$ cat config.mk
export PLATFORM = sky130hd
export DESIGN_NAME = uart_sprite_ctrl
export DESIGN_NICKNAME = d
export VERILOG_FILES = /design/src/rtl/uart_sprite_ctrl.sv
export SDC_FILE = /design/constraint.sdc
export NUM_CORES = 1
export LEC_CHECK = 0
export CORE_MARGIN = 4
export CORE_UTILIZATION = 40
export CTS_CLUSTER_DIAMETER = 200
export DETAILED_ROUTE_END_ITERATION = 12
export GPL_TIMING_DRIVEN = 0
export MAX_ROUTING_LAYER = met4
export PLACE_DENSITY = 0.67
export SYNTH_ARGS = -nofsm -noshare
export SYNTH_HDL_FRONTEND = slang
export SYNTH_SLANG_ARGS = --single-unit
$ cat constraint.sdc
create_clock -name clk -period 3.3 [get_ports clk]
set_input_delay 0.825 -clock clk [delete_from_list [all_inputs] [get_ports clk]]
set_output_delay 0.825 -clock clk [all_outputs]
set_load 0.02 [all_outputs]
$ cat src/rtl/uart_sprite_ctrl.sv
`default_nettype none
// ============================================================================
//  Module      : uart_sprite_ctrl
//  Description : Multi-object sprite controller and renderer. Decodes UART
//                command bytes into select / move / mode / reset actions for
//                NUM_OBJ rectangles. It also renders a white border plus the
//                objects as 2-bit-per-channel RGB for the VGA pixel stream.
//                Pending positions are committed to the displayed set once per
//                frame, which prevents tearing.
//  Ports       : clk, reset      - clock, synchronous active-high reset
//                rx_data/valid   - received UART byte and 1-cycle strobe
//                x, y, blank     - pixel coordinate and blanking from timing
//                frame_start     - 1-cycle pulse at the start of each frame
//                R, G, B         - registered colour (1 cycle after x/y/blank)
//                sel             - index of the selected object
//                wrap_mode       - edge mode (1 = wrap, 0 = clamp)
//  Revision    : 1.0 - initial release
// ============================================================================
module uart_sprite_ctrl #(
  parameter int NUM_OBJ      = 4,
  parameter int OBJ_W        = 100,
  parameter int OBJ_H        = 100,
  parameter int STEP         = 4,
  parameter int H_RES        = 640,
  parameter int V_RES        = 480,
  parameter int BORDER       = 10,
  parameter int COORD_W      = 10,
  parameter bit WRAP_DEFAULT = 1'b0
) (
  input  logic               clk,
  input  logic               reset,
  input  logic [7:0]         rx_data,
  input  logic               rx_valid,
  input  logic [COORD_W-1:0] x,
  input  logic [COORD_W-1:0] y,
  input  logic               blank,
  input  logic               frame_start,
  output logic [1:0]         R,
  output logic [1:0]         G,
  output logic [1:0]         B,
  output logic [3:0]         sel,
  output logic               wrap_mode
);

  localparam int CW1 = COORD_W + 1;

  // Edge arithmetic runs one bit wider than a coordinate; the extra MSB
  // flags a result that went below zero.
  localparam logic [COORD_W:0] C_STEP  = CW1'(STEP);
  localparam logic [COORD_W:0] C_H_RES = CW1'(H_RES);
  localparam logic [COORD_W:0] C_V_RES = CW1'(V_RES);
  localparam logic [COORD_W:0] C_X_MAX = CW1'(H_RES - OBJ_W);
  localparam logic [COORD_W:0] C_Y_MAX = CW1'(V_RES - OBJ_H);
  localparam logic [COORD_W:0] C_OBJ_W = CW1'(OBJ_W);
  localparam logic [COORD_W:0] C_OBJ_H = CW1'(OBJ_H);
  localparam logic [COORD_W-1:0] C_Y_RST = COORD_W'((V_RES - OBJ_H) / 2);

  localparam logic [COORD_W-1:0] C_BRD_L = COORD_W'(BORDER);
  localparam logic [COORD_W-1:0] C_BRD_R = COORD_W'(H_RES - BORDER);
  localparam logic [COORD_W-1:0] C_BRD_B = COORD_W'(V_RES - BORDER);

  // Command bytes
  localparam logic [7:0] CMD_UP    = 8'd119;  // 'w'
  localparam logic [7:0] CMD_DOWN  = 8'd115;  // 's'
  localparam logic [7:0] CMD_LEFT  = 8'd97;   // 'a'
  localparam logic [7:0] CMD_RIGHT = 8'd100;  // 'd'
  localparam logic [7:0] CMD_MODE  = 8'd109;  // 'm'
  localparam logic [7:0] CMD_RST   = 8'd114;  // 'r'

  // --------------------------------------------------------------------------
  // Helpers
  // --------------------------------------------------------------------------
  function automatic logic [COORD_W-1:0] rst_x(input int idx);
    return COORD_W'((H_RES / NUM_OBJ) * idx);
  endfunction

  // One move step with either clamp or wrap edge handling.
  function automatic logic [COORD_W-1:0] move_coord(
    input logic [COORD_W-1:0] cur,
    input logic               dec,
    input logic               wrap,
    input logic [COORD_W:0]   span,
    input logic [COORD_W:0]   max_pos
  );
    logic [COORD_W:0] v;
    v = dec ? ({1'b0, cur} - C_STEP) : ({1'b0, cur} + C_STEP);
    if (wrap) begin
      // Adding span to a negative two's-complement value lands on the
      // correct wrapped coordinate modulo 2^(COORD_W+1).
      if (v[COORD_W])   v = v + span;
      else if (v >= span) v = v - span;
    end else begin
      if (v[COORD_W])      v = '0;
      else if (v > max_pos) v = max_pos;
    end
    return v[COORD_W-1:0];
  endfunction

  // --------------------------------------------------------------------------
  // Command decode
  // --------------------------------------------------------------------------
  logic       is_digit;
  logic [3:0] digit;
  logic       cmd_up, cmd_down, cmd_left, cmd_right, cmd_mode, cmd_rst;

  assign is_digit  = (rx_data >= 8'd48) && (rx_data <= 8'd57);
  assign digit     = rx_data[3:0];  // '0' is 0x30, so the low nibble is the digit
  assign cmd_up    = (rx_data == CMD_UP);
  assign cmd_down  = (rx_data == CMD_DOWN);
  assign cmd_left  = (rx_data == CMD_LEFT);
  assign cmd_right = (rx_data == CMD_RIGHT);
  assign cmd_mode  = (rx_data == CMD_MODE);
  assign cmd_rst   = (rx_data == CMD_RST);

  // --------------------------------------------------------------------------
  // Position state: pending (edited by commands) and displayed (rendered)
  // --------------------------------------------------------------------------
  logic [COORD_W-1:0] pend_x [NUM_OBJ];
  logic [COORD_W-1:0] pend_y [NUM_OBJ];
  logic [COORD_W-1:0] disp_x [NUM_OBJ];
  logic [COORD_W-1:0] disp_y [NUM_OBJ];

  always_ff @(posedge clk) begin
    if (reset) begin
      sel       <= 4'd0;
      wrap_mode <= WRAP_DEFAULT;
      for (int i = 0; i < NUM_OBJ; i++) begin
        pend_x[i] <= rst_x(i);
        pend_y[i] <= C_Y_RST;
        disp_x[i] <= rst_x(i);
        disp_y[i] <= C_Y_RST;
      end
    end else begin
      // Commit reads the pending values from before this edge, so a command
      // arriving with frame_start waits for the following frame.
      if (frame_start) begin
        for (int i = 0; i < NUM_OBJ; i++) begin
          disp_x[i] <= pend_x[i];
          disp_y[i] <= pend_y[i];
        end
      end
      if (rx_valid) begin
        if (is_digit && (int'(digit) < NUM_OBJ)) sel <= digit;
        if (cmd_mode) wrap_mode <= ~wrap_mode;
        for (int i = 0; i < NUM_OBJ; i++) begin
          if (cmd_rst) begin
            pend_x[i] <= rst_x(i);
            pend_y[i] <= C_Y_RST;
          end else if (sel == 4'(i)) begin
            if (cmd_up)
              pend_y[i] <= move_coord(pend_y[i], 1'b1, wrap_mode, C_V_RES, C_Y_MAX);
            if (cmd_down)
              pend_y[i] <= move_coord(pend_y[i], 1'b0, wrap_mode, C_V_RES, C_Y_MAX);
            if (cmd_left)
              pend_x[i] <= move_coord(pend_x[i], 1'b1, wrap_mode, C_H_RES, C_X_MAX);
            if (cmd_right)
              pend_x[i] <= move_coord(pend_x[i], 1'b0, wrap_mode, C_H_RES, C_X_MAX);
          end
        end
      end
    end
  end

  // --------------------------------------------------------------------------
  // Hit test: done one bit wider so an object near the right/bottom edge is
  // clipped rather than appearing again at the opposite side.
  // --------------------------------------------------------------------------
  logic [NUM_OBJ-1:0] hit;

  generate
    for (genvar gi = 0; gi < NUM_OBJ; gi++) begin : g_hit
      logic [COORD_W:0] xe, ye, ox, oy;
      assign xe = {1'b0, x};
      assign ye = {1'b0, y};
      assign ox = {1'b0, disp_x[gi]};
      assign oy = {1'b0, disp_y[gi]};
      assign hit[gi] = (xe >= ox) && (xe < ox + C_OBJ_W) &&
                       (ye >= oy) && (ye < oy + C_OBJ_H);
    end
  endgenerate

  // --------------------------------------------------------------------------
  // Colour selection
  // --------------------------------------------------------------------------
  logic       border;
  logic       obj_hit;
  logic [1:0] obj_r, obj_g, obj_b;
  logic [1:0] lvl;
  logic [1:0] nxt_r, nxt_g, nxt_b;

  assign border = (x < C_BRD_L) || (x >= C_BRD_R) || (y < C_BRD_L) || (y >= C_BRD_B);

  // Scanning from the highest index down leaves the lowest-index hit in place.
  always_comb begin
    obj_hit = 1'b0;
    obj_r   = 2'b00;
    obj_g   = 2'b00;
    obj_b   = 2'b00;
    lvl     = 2'b00;
    for (int i = NUM_OBJ - 1; i >= 0; i--) begin
      if (hit[i]) begin
        obj_hit = 1'b1;
        lvl     = (sel == 4'(i)) ? 2'b11 : 2'b01;
        obj_r   = 2'b00;
        obj_g   = 2'b00;
        obj_b   = 2'b00;
        case (i % 4)
          0:       obj_g = lvl;
          1:       obj_r = lvl;
          2:       obj_b = lvl;
          default: begin
            obj_r = lvl;
            obj_g = lvl;
          end
        endcase
      end
    end
  end

  always_comb begin
    nxt_r = 2'b00;
    nxt_g = 2'b00;
    nxt_b = 2'b00;
    if (blank) begin
      nxt_r = 2'b00;
    end else if (border) begin
      nxt_r = 2'b11;
      nxt_g = 2'b11;
      nxt_b = 2'b11;
    end else if (obj_hit) begin
      nxt_r = obj_r;
      nxt_g = obj_g;
      nxt_b = obj_b;
    end
  end

  always_ff @(posedge clk) begin
    if (reset) begin
      R <= 2'b00;
      G <= 2'b00;
      B <= 2'b00;
    end else begin
      R <= nxt_r;
      G <= nxt_g;
      B <= nxt_b;
    end
  end

endmodule
`default_nettype wire

==> results of run 1 <==
==> routing by layer <==
metal | track usage [%] | wire (µm)
met1 | 32.0 | 25600
met2 | 37.3 | 25800
met3 | 3.25 | 4580
met4 | 6.83 | 1310
met5 | - | 0
==> through the flow <==
step                instance area [µm²]  total power, mW
finish                            20500             5.24
global route                      20500             5.45
CTS                               20000             5.19
detailed placement                19000             3.13
global placement                  19000             3.09
floorplan                         17800             2.81
==> cell usage after synthesis, types with 32 or more instances <==
cell type / number / area share [%]
a211oi_1: 32 / 1.3
a21oi_1: 155 / 4.4
and2_1: 57 / 2.0
clkbuf_1: 58 / 1.2
edfxtp_1: 136 / 23
ha_1: 226 / 16
inv_1: 169 / 3.6
nand2_1: 149 / 3.1
nand2b_1: 50 / 1.8
nand3_1: 83 / 2.3
nor2_1: 137 / 2.9
nor3_1: 59 / 1.7
o21ai_0: 120 / 3.4
xnor2_1: 117 / 5.8
xor2_1: 47 / 2.3
==> critical path: cells and delay by family (launching register included) <==
family | cells | cell delay, ns
flip-flops | 1 | 0.81
AO/OA/AOI/OAI | 2 | 0.45
buffers and inverters | 3 | 1.76
==> area by class of cell <==
class	count	area [µm²]
inverters	169	649
well taps	592	741
clock buffers	20	437
fillers	4292	23600
flip-flops and latches	147	4300
repair buffers	99	837
plain buffers	91	459
clock inverters	12	156
multi-input cells	1754	12900
==> power breakdown <==
part	total, mW	leakage [nW]	switching, mW	internal, mW
Clock	2.04	0.267	0.849	1.19
Combinational	1.07	6.47	0.633	0.439
Sequential	2.13	1.32	0.0512	2.08
Total	5.24	8.05	1.53	3.71
==> cell families (layout without fill, tap and decap cells) <==
family                     after synthesis  count (layout)  share of synthesized area (%)
muxes                                   27              27                           1.58
AOI/OAI and AO/OA                      593             593                           21.8
and+or+nand+nor                        744             744                           22.4
adders and majority gates              226             226                           15.9
xor gates and xnor gates               164             164                           8.07
DFF                                    147             147                           24.2
buffers and inverters                  269             391                           6.08
==> flip-flops by register name (all words and copies together), names as in the netlist <==
signal and cells:
wrap_mode 1, pend_x 32, pend_y 36, G 2
B 2, sel 4, disp_y 36, disp_x 32
R 2
==> layout by cell type, fill, tap and decap left out, types with 56 or more instances in the layout <==
cell / n
xnor2_1: 109
ha_1: 213
nor2_1: 134
a21oi_1: 149
inv_1: 158
nand3_1: 82
buf_4: 64
nand2_1: 147
edfxtp_1: 136
o21ai_0: 116
and2_1: 56
==> worst paths after layout <==
check	from	endpoint	slack [ns]	cells past startpoint
min	sel[3]	sel[3]	0.55	1
max reg2reg	wrap_mode	pend_x[3][8]	0.02	5
min reg2reg	sel[3]	sel[3]	0.55	1
max	wrap_mode	pend_x[3][8]	0.02	5
==> timing repair <==
item | in CTS | in global routing
setup endpoints to repair | 129 | 117
pin swaps | 15 | 26
cloned | 0 | 0
setup buffers | 28 | 29
gates resized for setup | 78 | 88
==> metrics.md, run 1 <==
| Metric | Value |
|---|---|
| Status | `finished clean` |
| Fin crit share | `99.4%` |
| Initial antenna violation count | `0` |
| First-pass GRT wire length | `88,500 µm` |
| CTS tree | `built` |
| VDD IR max | `342 µV` |
| H-tree levels | `4` |
| Largest net degree at the start of global routing | `69` |
| Hold Fails Final Rpt | `0` |
| Setup TNS | `0 ns` |
| Sequential cell area fraction in the yosys report | `24.2%` |
| Unique masters post-synth | `100` |
| TritonRoute pass-1 iters | `5` |
| Synth Register Bits | `147` |
| Cell Chain, Critical Path | `buf_2 -> clkbuf_1 -> clkbuf_2 -> a21oi_1 -> o22a_1` |
| ANT nets after route | `0` |
| Setup slack at placement | `-1.04 ns` |
| Critical path's largest stage delay | `0.81 ns` |
| Worst-Margin Slew | `0.934 ns` |
| Yosys warnings | `0` |
| Number of global-route vias before repair | `16.4k` |
| # DRC | `0` |
| Share of cells above drive strength 1 | `12.6%` |
| Tot GR Track Use | `23.7%` |
| Arr. time, crit path | `3.48 ns` |
| Placeable core area | `0.0441 mm²` |
| Total wire length | `57,300 µm` |
| Vias | `17.3k` |
| Post-Syn Nets | `2,429` |
| Count of final max-slew check failures | `0` |
| # diodes | `0` |
| Type of the most critical hold path | `reg -> reg` |
| Post-synth EDFFs | `136` |
| Setup WS post-layout | `0.0185 ns` |
| Routed WL per cell | `19.9 µm` |
| Clock sinks | `147` |
| Hold_buf cts | `0` |
| Max-Cap Viols | `0` |
| CTS Buf Count | `17` |
| RSZ-0062 raised after global routing | `true` |
| Placed cell count | `2,804` |
| Startpoint Class | `flop` |
| Crit-path max FO | `10` |
| Period minus WS final | `3.28 ns` |
| Fin nets | `2,538` |
| HPWL Detailed | `43,300 µm` |
| Synthesis-to-finish area growth | `15.3%` |
| IO buf count | `41` |
| Starting Density | `40.4%` |
| Fin cells | `2,884` |
| Final Skew | `0.0104 ns` |
| Total grt overflow | `0` |
| Die width | `219 µm` |
| CP Class | `reg -> reg` |
| Syn Std Cell Area | `0.0178 mm²` |
| CP endpoint kind | `flop` |
| Slowest CP cell | `dfxtp_1` |
| Final Hold Slack | `0.549 ns` |
| Util after Layout | `46.5%` |
| Avg Synthesized Cell Area | `8.21 µm²` |
| Leak | `8.05 nW` |
| Post-synth ARST share | `0%` |
| Final setup violation count | `0` |
| Top FF cell, synth | `edfxtp_1` |
| Io pins | `44` |
| Syn Inst Count | `2,170` |
| Power per cell area | `256 mW/mm²` |
| DIE AREA | `0.0480 mm²` |
| Die height | `219 µm` |
| Clk buf depth | `2` |
| Row count | `77` |
| Iter 0 DRT Violations | `1,850` |
| Slew margin rel. | `37.7%` |
| Final RePlAce weighted congestion | `0.981` |
| Clock Latency Late Sink | `0.45 ns` |
| Achievable Freq | `305 MHz` |
| Clock root cell | `clkbuf_16` |
| Clk slew on worst S/H paths | `0.07 ns` |
| Critical Path RT | `3.50 ns` |
| Via density | `6.00` |
Power figures use the tool's default switching activity.
==> run 2: changes to the inputs <==
--- a/config.mk
+++ b/config.mk
@@ -9,9 +9,9 @@
 export CORE_UTILIZATION = 40
 export CTS_CLUSTER_DIAMETER = 200
 export DETAILED_ROUTE_END_ITERATION = 12
+export DONT_BUFFER_PORTS = 1
 export GPL_TIMING_DRIVEN = 0
 export MAX_ROUTING_LAYER = met4
-export PLACE_DENSITY = 0.67
 export SYNTH_ARGS = -nofsm -noshare
 export SYNTH_HDL_FRONTEND = slang
 export SYNTH_SLANG_ARGS = --single-unit
==> run 2 against run 1 <==
Core utilization shrank 1.4 points. Hold slack lost 0.019 ns. Sequential cell count is the same. Final area shrank 3.0%. Routed wire length shrank 1.4%. Cell count shrank 1.8%. Largest cell class unchanged. Largest power group unchanged. Die area is the same. Clock-buffer cell count shrank 3. Power shrank 2.9%. Via count shrank 2.7%. Register-to-register slack gained 0.05 ns.
==> metrics.md, run 2 (synthesized netlist as in run 1, its figures left out) <==
| Metric | Value |
|---|---|
| ANT nets after route | `0 (unchanged)` |
| First element of the critical path | `pend_y[1][2]` |
| Max-Cap Viols | `0 (unchanged)` |
| Leak | `7.75 nW (-3.7%)` |
| Die width | `219 µm (unchanged)` |
| Power share of the sequential group | `42.0% (+1.3 points)` |
| Placeable core area | `0.0441 mm² (unchanged)` |
| Achievable Freq | `309 MHz (+1.5%)` |
| RSZ-0062 raised after global routing | `true` |
| Switching Fraction | `30.2% (+0.97 points)` |
| Comb pwr share | `18.6% (-1.8 points)` |
| Clk buf depth | `2 (unchanged)` |
| Crit-path max FO | `10 (unchanged)` |
| Period minus WS final | `3.23 ns (-0.0486 ns)` |
| Final Skew | `0.0145 ns (+0.00409 ns)` |
| # diodes | `0 (unchanged)` |
| Iter 0 DRT Violations | `1,682 (-9.1%)` |
| Tot GR Track Use | `23.4% (-0.31 points)` |
| Cell repeated most along the worst path | `a21oi_1` |
| First-pass GRT wire length | `86,500 µm (-2.3%)` |
| Final Instance Area | `0.0199 mm² (-3.0%)` |
| Count of final max-slew check failures | `0 (unchanged)` |
| DIE AREA | `0.0480 mm² (unchanged)` |
| Final RePlAce weighted congestion | `0.996 (+1.6%)` |
| Starting Density | `40.4% (unchanged)` |
| Initial antenna violation count | `1 (+1)` |
| HPWL Detailed | `43,400 µm (+0.39%)` |
| Clock group share of total power | `39.3% (+0.4 points)` |
| Clock root cell | `clkbuf_16` |
| Clk slew on worst S/H paths | `0.07 ns (about the same)` |
| Row count | `77 (unchanged)` |
| Cell Chain, Critical Path | `clkbuf_4 -> clkinvlp_4 -> ha_2 -> xnor2_1 -> o41ai_2 -> nand2_1 -> a21oi_1 -> o21ai_1 -> mux2_2 -> a21oi_1 -> o31ai_1` |
| CTS Buf Count | `17 (unchanged)` |
| Commonest non-fill, non-tap cell in the layout | `ha_1` |
| IO buf count | `0 (-100%)` |
| Share of cells above drive strength 1 | `11.6% (-0.92 points)` |
| Synthesis-to-finish area growth | `11.8%` |
| Placed cell count | `2,762 (-1.5%)` |
| Largest registers | `disp_y (36), pend_y (36)` |
| Total grt overflow | `0 (unchanged)` |
| Fin cells | `2,833 (-1.8%)` |
| Clock Latency Late Sink | `0.45 ns (about the same)` |
| Total wire length | `56,500 µm (-1.4%)` |
| Hold Fails Final Rpt | `0 (unchanged)` |
| Via density | `5.94 (-0.96%)` |
| VDD IR max | `345 µV (+0.96%)` |
| NetSw | `1.54 mW (+0.31%)` |
| Clock sinks | `147 (unchanged)` |
| Worst Hold Launch | `rx_data[1]` |
| Routed WL per cell | `19.9 µm (+0.39%)` |
| Top delay family on crit path | `compound AO/OA/AOI/OAI gates` |
| P_int | `3.55 mW (-4.3%)` |
| Type of the most critical hold path | `in -> reg` |
| TritonRoute pass-1 iters | `6 (+1)` |
| Startpoint Class | `flop` |
| Power per cell area | `256 mW/mm² (about the same)` |
| H-tree levels | `4 (unchanged)` |
| Fin crit share | `98.0% (-1.5 points)` |
| Arr. time, crit path | `3.42 ns (-0.06 ns)` |
| CP bufs+invs | `2 (-1)` |
| Largest net degree at the start of global routing | `69 (unchanged)` |
| CP endpoint kind | `flop` |
| Reg2reg start | `pend_y[1][2]` |
| Worst-Margin Slew | `0.999 ns (+0.0649 ns)` |
| Number of global-route vias before repair | `15.7k (-4.4%)` |
| # DRC | `0 (unchanged)` |
| Final setup violation count | `0 (unchanged)` |
| Slowest CP cell | `edfxtp_1` |
| Io pins | `44 (unchanged)` |
| Fin nets | `2,487 (-2.0%)` |
| Critical Path RT | `3.48 ns (-0.02 ns)` |
| Hold_buf cts | `0 (unchanged)` |
| Die height | `219 µm (unchanged)` |
| Status | `finished clean` |
| Critical path's largest stage delay | `0.42 ns (-0.39 ns)` |
| Vias | `16.8k (-2.7%)` |
| CTS tree | `built` |
| CP Class | `reg -> reg` |
| Slew margin rel. | `32.9% (-4.8 points)` |
| Commonest non-fill, non-tap cells in the layout | `ha_1, inv_1, a21oi_1, nand2_1, edfxtp_1` |
| Placed cell area | `0.0186 mm² (-2.2%)` |
## run 2: what timing repair did
action	4_1_cts	5_1_grt
pin swaps	10	18
gates cloned	0	0
buffers inserted	22	23
setup endpoints to repair	64	53
resized for setup	53	70
## run 2: power groups by stage
| stage | logic (mW) | registers, mW | clock network [mW] |
|---|---|---|---|
| after floorplan | 0.648 | 2.16 | 0 |
| after global placement | 0.834 | 2.18 | 0 |
| after detailed placement | 0.858 | 2.18 | 0 |
| after CTS | 0.902 | 2.14 | 2.02 |
| after global routing | 1.06 | 2.15 | 2.10 |
| final | 0.949 | 2.14 | 2.00 |
## run 2: layout make-up
cell class              count  area (µm²)
clock inverters            15         168
multi-input cells        1754       12800
well taps                 592         741
fillers                  4327       24200
inverters                 169         651
repair buffers             45         338
clock buffers              17         425
flip-flops and latches    147        4310
plain buffers              94         457
## run 2: path summary, 6_finish.rpt
check,slack [ns],depth (start not counted),endpoint
worst max-delay path,0.07,11,pend_y[1][8]
worst min-delay path,0.53,2,sel[1]
worst max register to register,0.07,11,pend_y[1][8]
worst min register to register,0.64,1,sel[2]
## run 2: metrics by stage
stage          hold WS [ns]  setup WS (ns)  power, mW  TNS (ns)  util (%)
2_1_floorplan         0.547         0.0113       2.81         0         -
3_3_place_gp          0.620         -0.665       3.01    -24.38      42.1
3_5_place_dp          0.626         -0.677       3.04    -26.82      42.1
4_1_cts               0.507        0.00341       5.06         0      44.2
5_1_grt               0.534         -0.134       5.30    -0.355      45.1
6_report              0.530         0.0670       5.09         0      45.1
## run 2: metal layers
metal	global-route usage, %	wire [µm]	part of all wire [%]	vias up
met1	31.3	25400	45	8025
met5	-	0	0	-
met4	9.50	2200	3.9	0
met3	3.66	3760	6.7	112
li1	-	-	-	8076
met2	35.5	25100	44	622
==> run 3: changes to the inputs <==
--- a/config.mk
+++ b/config.mk
@@ -11,7 +11,9 @@
 export DETAILED_ROUTE_END_ITERATION = 12
 export DONT_BUFFER_PORTS = 1
 export GPL_TIMING_DRIVEN = 0
+export HOLD_SLACK_MARGIN = 0.08
 export MAX_ROUTING_LAYER = met4
+export RECOVER_POWER = 25
 export SYNTH_ARGS = -nofsm -noshare
 export SYNTH_HDL_FRONTEND = slang
 export SYNTH_SLANG_ARGS = --single-unit
==> run 3 against run 2 <==
Critical path type unchanged. Sequential share of layout area is the same. Fmax is essentially flat. Cell count is essentially flat. Clock-buffer cell count is the same. Largest cell class unchanged. Register-to-register slack is essentially flat. Routed wire length is essentially flat. Critical path depth grew 2. Setup slack lost 0.0016 ns. Power is essentially flat. Final area is the same. Global-route usage is the same.
==> metrics.md, run 3 (synthesized netlist as in run 1, its figures left out) <==
| Metric | Value |
|---|---|
| IO buf count | `0 (unchanged)` |
| Max-Cap Viols | `0 (unchanged)` |
| Largest registers | `disp_y (36), pend_y (36)` |
| Placed cell count | `2,762 (unchanged)` |
| HPWL Detailed | `43,400 µm (unchanged)` |
| Achievable Freq | `309 MHz (about the same)` |
| Row count | `77 (unchanged)` |
| Tot Pwr | `5.09 mW (about the same)` |
| Count of final max-slew check failures | `0 (unchanged)` |
| Setup WS post-layout | `0.0654 ns (-0.00163 ns)` |
| VDD IR max | `344 µV (-0.34%)` |
| CTS Buf Count | `17 (unchanged)` |
| Util after Layout | `45.1% (unchanged)` |
| Period minus WS final | `3.23 ns (+0.00163 ns)` |
| Die height | `219 µm (unchanged)` |
| Worst-Margin Slew | `1.46 ns (+0.462 ns)` |
| Final Hold Slack | `0.527 ns (-0.00300 ns)` |
| Clock root cell | `clkbuf_16` |
| Largest net degree at the start of global routing | `69 (unchanged)` |
| # DRC | `0 (unchanged)` |
| Setup slack at placement | `-0.677 ns (unchanged)` |
| Leak | `7.72 nW (-0.35%)` |
| Fin crit share | `98.0% (about the same)` |
| Starting Density | `40.4% (unchanged)` |
| Final setup violation count | `0 (unchanged)` |
| Io pins | `44 (unchanged)` |
| CP endpoint kind | `flop` |
| Iter 0 DRT Violations | `1,640 (-2.5%)` |
| Clk slew on worst S/H paths | `0.07 ns (about the same)` |
| Clk buf depth | `2 (unchanged)` |
| Clock sinks | `147 (unchanged)` |
| Tot GR Track Use | `23.4% (unchanged)` |
| RSZ-0062 raised after global routing | `true` |
| Routed WL per cell | `19.9 µm (about the same)` |
| Critical Path RT | `3.48 ns (about the same)` |
| Hold Fails Final Rpt | `0 (unchanged)` |
| Commonest non-fill, non-tap cell in the layout | `ha_1` |
| Arr. time, crit path | `3.42 ns (about the same)` |
| First-pass GRT wire length | `86,500 µm (unchanged)` |
| ANT nets after route | `0 (unchanged)` |
| Share of cells above drive strength 1 | `11.6% (unchanged)` |
| Commonest non-fill, non-tap cells in the layout | `ha_1, inv_1, a21oi_1, nand2_1, edfxtp_1` |
| CTS tree | `built` |
| Slew margin rel. | `2.59% (-30 points)` |
| Vias | `16.8k (-0.12%)` |
| Fin cells | `2,834 (+0.035%)` |
| Placeable core area | `0.0441 mm² (unchanged)` |
| Total wire length | `56,500 µm (about the same)` |
| Fin nets | `2,487 (unchanged)` |
| CP Class | `reg -> reg` |
| Number of global-route vias before repair | `15.7k (unchanged)` |
| Type of the most critical hold path | `in -> reg` |
| H-tree levels | `4 (unchanged)` |
| Startpoint Class | `flop` |
| Total grt overflow | `0 (unchanged)` |
| Synthesis-to-finish area growth | `11.8% (unchanged)` |
| Initial antenna violation count | `1 (unchanged)` |
| Die width | `219 µm (unchanged)` |
| Via density | `5.93 (-0.16%)` |
| Final Skew | `0.0146 ns (+0.0000981 ns)` |
| DIE AREA | `0.0480 mm² (unchanged)` |
| Final RePlAce weighted congestion | `0.996 (unchanged)` |
| Power per cell area | `255 mW/mm² (about the same)` |
| Crit-path max FO | `10 (unchanged)` |
| Hold_buf cts | `0 (unchanged)` |
| Status | `finished clean` |
| TritonRoute pass-1 iters | `6 (unchanged)` |
| Clock Latency Late Sink | `0.45 ns (about the same)` |
[run 3: cell count changes in the layout (fill, tap and decap cells not counted), sizes merged]
cell,change
diode,+1
[run 3: repair_timing]
item | in CTS | in global routing
setup buffers | 22 | 23
pin swaps | 10 | 18
gates resized for setup | 53 | 70
endpoints found under the setup margin | 64 | 53
[run 3: worst paths after layout]
kind	startpoint	cells after the start	end	slack (ns)
worst min register to register	sel[3]	1	sel[3]	0.64
worst max-delay path	pend_y[1][2]	13	pend_y[1][8]	0.07
worst max register to register	pend_y[1][2]	13	pend_y[1][8]	0.07
worst min-delay path	rx_data[1]	2	sel[1]	0.53
[run 3: per-stage QoR]
step	instance area, µm²	TNS [ns]
after floorplan	17800	0
after global placement	18600	-24.38
after detailed placement	18600	-26.82
after CTS	19500	0
after global routing	19900	-0.355
final	19900	0
[run 3: area by class of cell]
cell class / instances / area (µm²)
antenna: 1 / 2.50
buffer: 94 / 457
clock buffer: 17 / 425
clock inverter: 15 / 168
fill: 4327 / 24200
inverter: 169 / 651
multi-input combinational: 1754 / 12800
sequential: 147 / 4310
tap: 592 / 741
timing repair buffer: 45 / 338
[run 3: metal layers]
layer | vias to the layer above | share of wire, % | track usage, % | routed length [µm]
met1 | 7968 | 45 | 31.3 | 25300
met2 | 649 | 44 | 35.5 | 25000
met3 | 124 | 7.0 | 3.66 | 3980
met4 | 0 | 4.0 | 9.50 | 2260
li1 | 8073 | - | - | -
met5 | - | 0 | - | 0
[run 3: worst max-delay path, cell delays in order (launching register included)]
cell and delay, ns:
edfxtp_1 0.42, clkbuf_4 0.25, clkinvlp_4 0.22, ha_2 0.31, nand2_1 0.12, xor2_2 0.20
inv_1 0.09, ha_1 0.25, inv_1 0.09, a21oi_1 0.10, o21ai_1 0.17, mux2_2 0.35
a21oi_1 0.28, o31ai_1 0.12
[run 3: power by group]
group          switching (mW)  internal [mW]  total (mW)  leakage (nW)
clock                   0.921           1.08        2.00         0.291
combinational           0.556          0.392       0.948          6.11
sequential             0.0576           2.08        2.14          1.32
